==> src/rtl/minus_pkg.sv <==
// Shared types and default parameters for the subtractor-chain launcher.
package minus_pkg;

    localparam int unsigned DEF_WIDTH       = 8;
    localparam int unsigned DEF_SYNC_STAGES = 2;
    localparam int unsigned DEF_TIMEOUT     = 255;

    typedef enum logic [1:0] {
        IDLE     = 2'd0,
        LAUNCH   = 2'd1,
        WAIT_FIN = 2'd2,
        DRAIN    = 2'd3
    } state_t;

endpackage

==> src/rtl/fin_synchronizer.sv <==
// Multi-flop synchroniser bringing the asynchronous chain completion into clk.
module fin_synchronizer #(
    parameter int unsigned STAGES = 2
) (
    input  logic clk,
    input  logic rst,
    input  logic async_in,
    output logic sync_out
);

    logic [STAGES-1:0] sync_q;

    // Shift the raw input through STAGES flops; only the last one is used.
    always_ff @(posedge clk or posedge rst) begin
        if (rst) begin
            sync_q <= '0;
        end else begin
            sync_q <= {sync_q[STAGES-2:0], async_in};
        end
    end

    assign sync_out = sync_q[STAGES-1];

endmodule

==> src/rtl/minus_launcher.sv <==
// Launches one operand set into an asynchronous ripple subtractor chain using a
// 4-phase bundled-data request, then captures the difference with a timeout.
module minus_launcher
    import minus_pkg::*;
#(
    parameter int unsigned WIDTH       = DEF_WIDTH,
    parameter int unsigned SYNC_STAGES = DEF_SYNC_STAGES,
    parameter int unsigned TIMEOUT     = DEF_TIMEOUT
) (
    input  logic             clk,
    input  logic             rst,
    input  logic             in_valid,
    output logic             in_ready,
    input  logic [WIDTH-1:0] in_a,
    input  logic [WIDTH-1:0] in_b,
    input  logic             in_bin,
    output logic [WIDTH-1:0] chain_x,
    output logic [WIDTH-1:0] chain_y,
    output logic             chain_cin,
    output logic             chain_req,
    input  logic             chain_fin,
    input  logic [WIDTH-1:0] chain_s,
    input  logic             chain_cout,
    output logic             out_valid,
    input  logic             out_ready,
    output logic [WIDTH-1:0] out_diff,
    output logic             out_borrow,
    output logic             out_timeout
);

    localparam int unsigned CNT_W = (TIMEOUT > 0) ? $clog2(TIMEOUT + 1) : 1;

    state_t           state;
    logic [CNT_W-1:0] cnt;
    logic             fin_sync;
    logic             hold_c;

    // chain_fin is only ever observed through this synchroniser
    fin_synchronizer #(
        .STAGES  (SYNC_STAGES)
    ) u_fin_sync (
        .clk     (clk),
        .rst     (rst),
        .async_in(chain_fin),
        .sync_out(fin_sync)
    );

    // Result still pending after this edge (no handshake this cycle).
    assign hold_c = out_valid && !out_ready;

    // Launcher FSM with registered chain request, result and in_ready.
    always_ff @(posedge clk or posedge rst) begin
        if (rst) begin
            state       <= IDLE;
            cnt         <= '0;
            chain_x     <= '0;
            chain_y     <= '0;
            chain_cin   <= 1'b0;
            chain_req   <= 1'b0;
            out_valid   <= 1'b0;
            out_diff    <= '0;
            out_borrow  <= 1'b0;
            out_timeout <= 1'b0;
            in_ready    <= 1'b0;
        end else begin
            if (out_valid && out_ready) begin
                out_valid   <= 1'b0;
                out_timeout <= 1'b0;
            end

            case (state)
                IDLE: begin
                    if (in_valid && in_ready) begin
                        chain_x   <= in_a;
                        chain_y   <= in_b;
                        chain_cin <= in_bin;
                        state     <= LAUNCH;
                        in_ready  <= 1'b0;
                    end else begin
                        in_ready  <= !hold_c;
                    end
                end

                LAUNCH: begin
                    // one cycle of data setup; never raise req until fin has returned to zero
                    in_ready <= 1'b0;
                    if (!fin_sync) begin
                        chain_req <= 1'b1;
                        cnt       <= '0;
                        state     <= WAIT_FIN;
                    end
                end

                WAIT_FIN: begin
                    in_ready <= 1'b0;
                    if (fin_sync || (cnt == CNT_W'(TIMEOUT))) begin
                        out_diff    <= chain_s;
                        out_borrow  <= chain_cout;
                        out_valid   <= 1'b1;
                        out_timeout <= !fin_sync;
                        chain_req   <= 1'b0;
                        state       <= DRAIN;
                    end else begin
                        cnt <= cnt + CNT_W'(1);
                    end
                end

                DRAIN: begin
                    chain_req <= 1'b0;
                    if (!fin_sync) begin
                        state    <= IDLE;
                        in_ready <= !hold_c;
                    end else begin
                        in_ready <= 1'b0;
                    end
                end

                default: begin
                    state     <= IDLE;
                    chain_req <= 1'b0;
                    in_ready  <= 1'b0;
                end
            endcase
        end
    end

endmodule

==> config.mk <==
export PLATFORM = sky130hd
export DESIGN_NAME = minus_launcher
export DESIGN_NICKNAME = d
export VERILOG_FILES = /design/src/rtl/minus_pkg.sv /design/src/rtl/fin_synchronizer.sv /design/src/rtl/minus_launcher.sv
export SDC_FILE = /design/constraint.sdc
export NUM_CORES = 1
export LEC_CHECK = 0
export ABC_AREA = 1
export CAP_MARGIN = 25
export CORE_ASPECT_RATIO = 0.5
export CORE_MARGIN = 2
export CORE_UTILIZATION = 65
export DETAILED_ROUTE_END_ITERATION = 12
export DONT_BUFFER_PORTS = 1
export PLACE_DENSITY = 0.79
export SYNTH_ARGS = -nofsm -noshare
export SYNTH_HDL_FRONTEND = slang
export SYNTH_SLANG_ARGS = --single-unit
==> constraint.sdc <==
create_clock -name clk -period 3.97 [get_ports clk]
set_clock_uncertainty 0.15 [all_clocks]
set_input_delay 0 -clock clk [delete_from_list [all_inputs] [get_ports clk]]
set_output_delay 0 -clock clk [all_outputs]
set_load 0.01 [all_outputs]
==> metrics.md <==
| Metric | Value |
|---|---|
| # DRC | `0` |
| Synth Area in Compound Gates | `4.51%` |
| Die area | `3560 um^2` |
| CP Launch Type | `register` |
| XOR/XNOR Fraction of Synth Area | `0%` |
| Die Wd | `82.4 um` |
| R2R Setup Slk | `1.50 ns` |
| Clock power frac | `19.8%` |
| Worst IR drop on VDD | `0.516 mV` |
| Sequential fraction of the synthesis area | `52.7%` |
| Fin Setup TNS | `0 ns` |
| Slew headroom | `42.7%` |
| Longest Clk Path Bufs | `2` |
| Drt total wl | `5.05 mm` |
| Initial core utilization | `67.4%` |
| Setup crit end kind | `register` |
| Endpoints failing hold | `0` |
| Critical Path AT | `2.51 ns` |
| Routed Antenna Nets | `0` |
| Tot GR Track Use | `32.5%` |
| F_max | `0.405 GHz` |
| Reg clk slew, reported paths | `0.08 ns` |
| CTS root buffer | `clkbuf_8` |
| Share of the synthesized area in the top cell type | `52.7%` |
| WHS | `0.0287 ns` |
| Combinational power share | `32.5%` |
| CP Class | `reg -> reg` |
| Top cell by count, worst path | `nor2_1` |
| Synth top cells by count | `nand2_1 (48), dfrtp_1 (42), nand3_1 (18), inv_1 (16), nor2_1 (11)` |
| Clk sink count | `42` |
| Vias/cell | `5.78` |
| Main flop type after synthesis | `dfrtp_1` |
| Pwr/cell area | `706 nW/um^2` |
| Diode count | `0` |
| Distinct cells, synth | `26` |
| Max-slew violations | `0` |
| Vias | `1550` |
| Largest net degree at the start of global routing | `43` |
| Vias in the first global route | `1607` |
| H-tree Lvls | `2` |
| Yosys top cell by area | `dfrtp_1` |
| Psw | `682 uW` |
| Internal power | `1030 uW` |
| Count leader, synth | `nand2_1` |
| Synth Area in Simple Gates | `22.8%` |
| Die H | `43.2 um` |
| Worst path required time | `4.00 ns` |
| Hold path startpoint | `in_valid` |
| Fillers | `150` |
| IO Port Bufs | `0` |
| Largest cells by area after synthesis | `dfrtp_1 (53%), nand2_1 (9.0%), mux2_4 (7.5%), nand3_1 (4.5%), mux2_2 (3.9%)` |
| Sequential power share | `47.7%` |
| Worst-Margin Slew | `0.860 ns` |
| Synthesized cell area | `2000 um^2` |
| Adder-cell share of the synthesized area | `3.76%` |
| TritonRoute pass-1 iters | `4` |
| Syn avg cell area | `10.3 um^2` |
| CP max FO | `21` |
| Reg2reg start | `state[0]` |
| GR Overflow Total | `0` |
| Initial antenna violation count | `0` |
| Critical path's slowest cell | `ha_1` |
| Skew-Pair Late Insertion Delay | `0.30 ns` |
| FFs w/ async S/R, synth | `100%` |
| Initial drt markers | `76` |
| Synth Instances | `193` |
| Worst path max stage delay | `0.75 ns` |
| Detailed Place HPWL | `2.63 mm` |
| Core Region | `2960 um^2` |
| Share of cells above drive strength 1 | `18.0%` |
| Hold path depth | `6` |
| Footprint of the multi-input gates | `850 um^2` |
| MaxCap Viol Count | `0` |
| Largest family of logic cells by synthesized area | `simple AND/OR/NAND/NOR gates` |
| Synthesized flop and latch total | `42` |
| Drt wl/cell | `18.9 um` |
| Worst r2r dst | `cnt[4]` |
| Yosys warns | `0` |
| CTS tree | `done` |
| Final Cycle Share | `62.3%` |
| Synth-to-layout area growth | `21.7%` |
| FP Rows | `14` |
| Run status | `finished clean` |
| Fin crit period | `2.47 ns` |
| Synthesized net count | `230` |
| Post-synthesis mux area share | `11.5%` |
| CTS Buf Count | `5` |
| FF-to-FF path depth | `7` |
| RePlAce Congestion | `0.870` |
| Net switching fraction of the power | `39.8%` |
| Resize count post-CTS | `0` |
| Io pins | `61` |
| Crit path cell chain | `inv_1 > ha_1 > nor2_1 > nor2_1 > nand2_2 > nor2_1 > a21oi_1` |
| Lkg Pwr | `0.00115 uW` |
| RSZ-0062 raised after global routing | `false` |
| Hold Path Sink | `state[0]` |
| Final setup fails | `0` |
| EDFF count, synth | `0` |
| Final nets | `264` |
| Area occupied by registers | `1050 um^2` |
| First-pass GRT wire length | `8.08 mm` |
| Min-delay worst type | `in -> reg` |
cell families after synthesis:
kind of cell / count (synthesis)
adder cells (fa/ha/maj): 6
multiplexers: 17
buffers and inverters: 20
flip-flops: 42
AND/OR/NAND/NOR: 95
AO/OA/AOI/OAI: 13
how the worst max path moves through the flow:
stage,start,endpoint,slack (ns),cells after the start
global route,state[0],cnt[4],1.29,7
finish,state[0],cnt[4],1.50,7
global placement,state[0],cnt[4],1.82,7
CTS,state[0],cnt[4],1.65,7
floorplan,state[0],chain_cin,2.34,5
detailed placement,state[0],cnt[4],1.66,7
through the flow:
| step | total power [uW] | cell area, um^2 | setup WS [ns] | util (%) | instances |
|---|---|---|---|---|---|
| after floorplan | 1190 | 2000 | 2.34 | - | 193 |
| after global placement | 1250 | 2020 | 1.82 | 68.2 | 230 |
| after detailed placement | 1290 | 2020 | 1.66 | 68.2 | 230 |
| after CTS | 1650 | 2430 | 1.65 | 82.0 | 268 |
| after global routing | 1800 | 2430 | 1.29 | 82.0 | 268 |
| final | 1710 | 2430 | 1.50 | 82.0 | 268 |
final cells by class:
cell class                      count  area share (%)
Clock inverter                      2            1.55
Tap cell                           40            2.06
Clock buffer                        6            2.99
Multi-Input combinational cell    131            35.0
Timing Repair Buffer               31            12.7
Inverter                           16            2.47
Sequential cell                    42            43.3
power by group through the flow:
stage	Clock (uW)	Sequential, uW	Combinational (uW)
after floorplan	0	770	420
after global placement	0	800	449
after detailed placement	0	806	483
after CTS	337	801	507
after global routing	360	833	604
final	339	817	558
layout by cell type, fill, tap and decap left out:
cell and count:
nor2_2 2, nor2_1 11, a21oi_1 2, a22oi_1 1
o21ai_2 5, clkbuf_8 5, a311oi_1 1, nand4_1 4
o21ai_0 3, nand2_1 48, nor2_4 1, bufinv_16 1
o21ai_1 1, mux2_4 10, ha_1 6, nand3_1 18
clkbuf_1 1, nand2_4 2, clkinvlp_4 1, mux2_2 7
inv_1 16, dlygate4sd3_1 30, buf_4 1, nand3_4 1
nand3_2 1, nand2_2 4, nand3b_1 2, nor3_1 1
dfrtp_1 42
sequential cells by signal, summed over array words and instances, names as in the netlist:
signal and flops:
chain_x 8, chain_y 8, cnt 8, out_diff 8
state 2, u_fin_sync.sync_q 2, chain_cin 1, chain_req 1
in_ready 1, out_borrow 1, out_timeout 1, out_valid 1
metal layers:
metal	vias to the layer above	track usage, %	routed length [um]
met5	-	0	0
met4	0	14.3	177
met3	24	11.7	396
met1	738	39.2	1930
met2	89	52.7	2550
li1	699	-	-
timing repair:
item / in CTS / in global routing
buffers inserted: 0 / 0
hold buffers: 30 / 0
hold endpoints to repair: 72 / 0
worst max-delay path: cells and delay by family, from the launching register on:
kind / cells / cell delay (ns)
compound gates: 1 / 0.05
buf+inv: 1 / 0.17
simple gates: 4 / 0.81
fa+ha+maj: 1 / 0.75
flops: 1 / 0.43
Power figures use the tool's default switching activity.
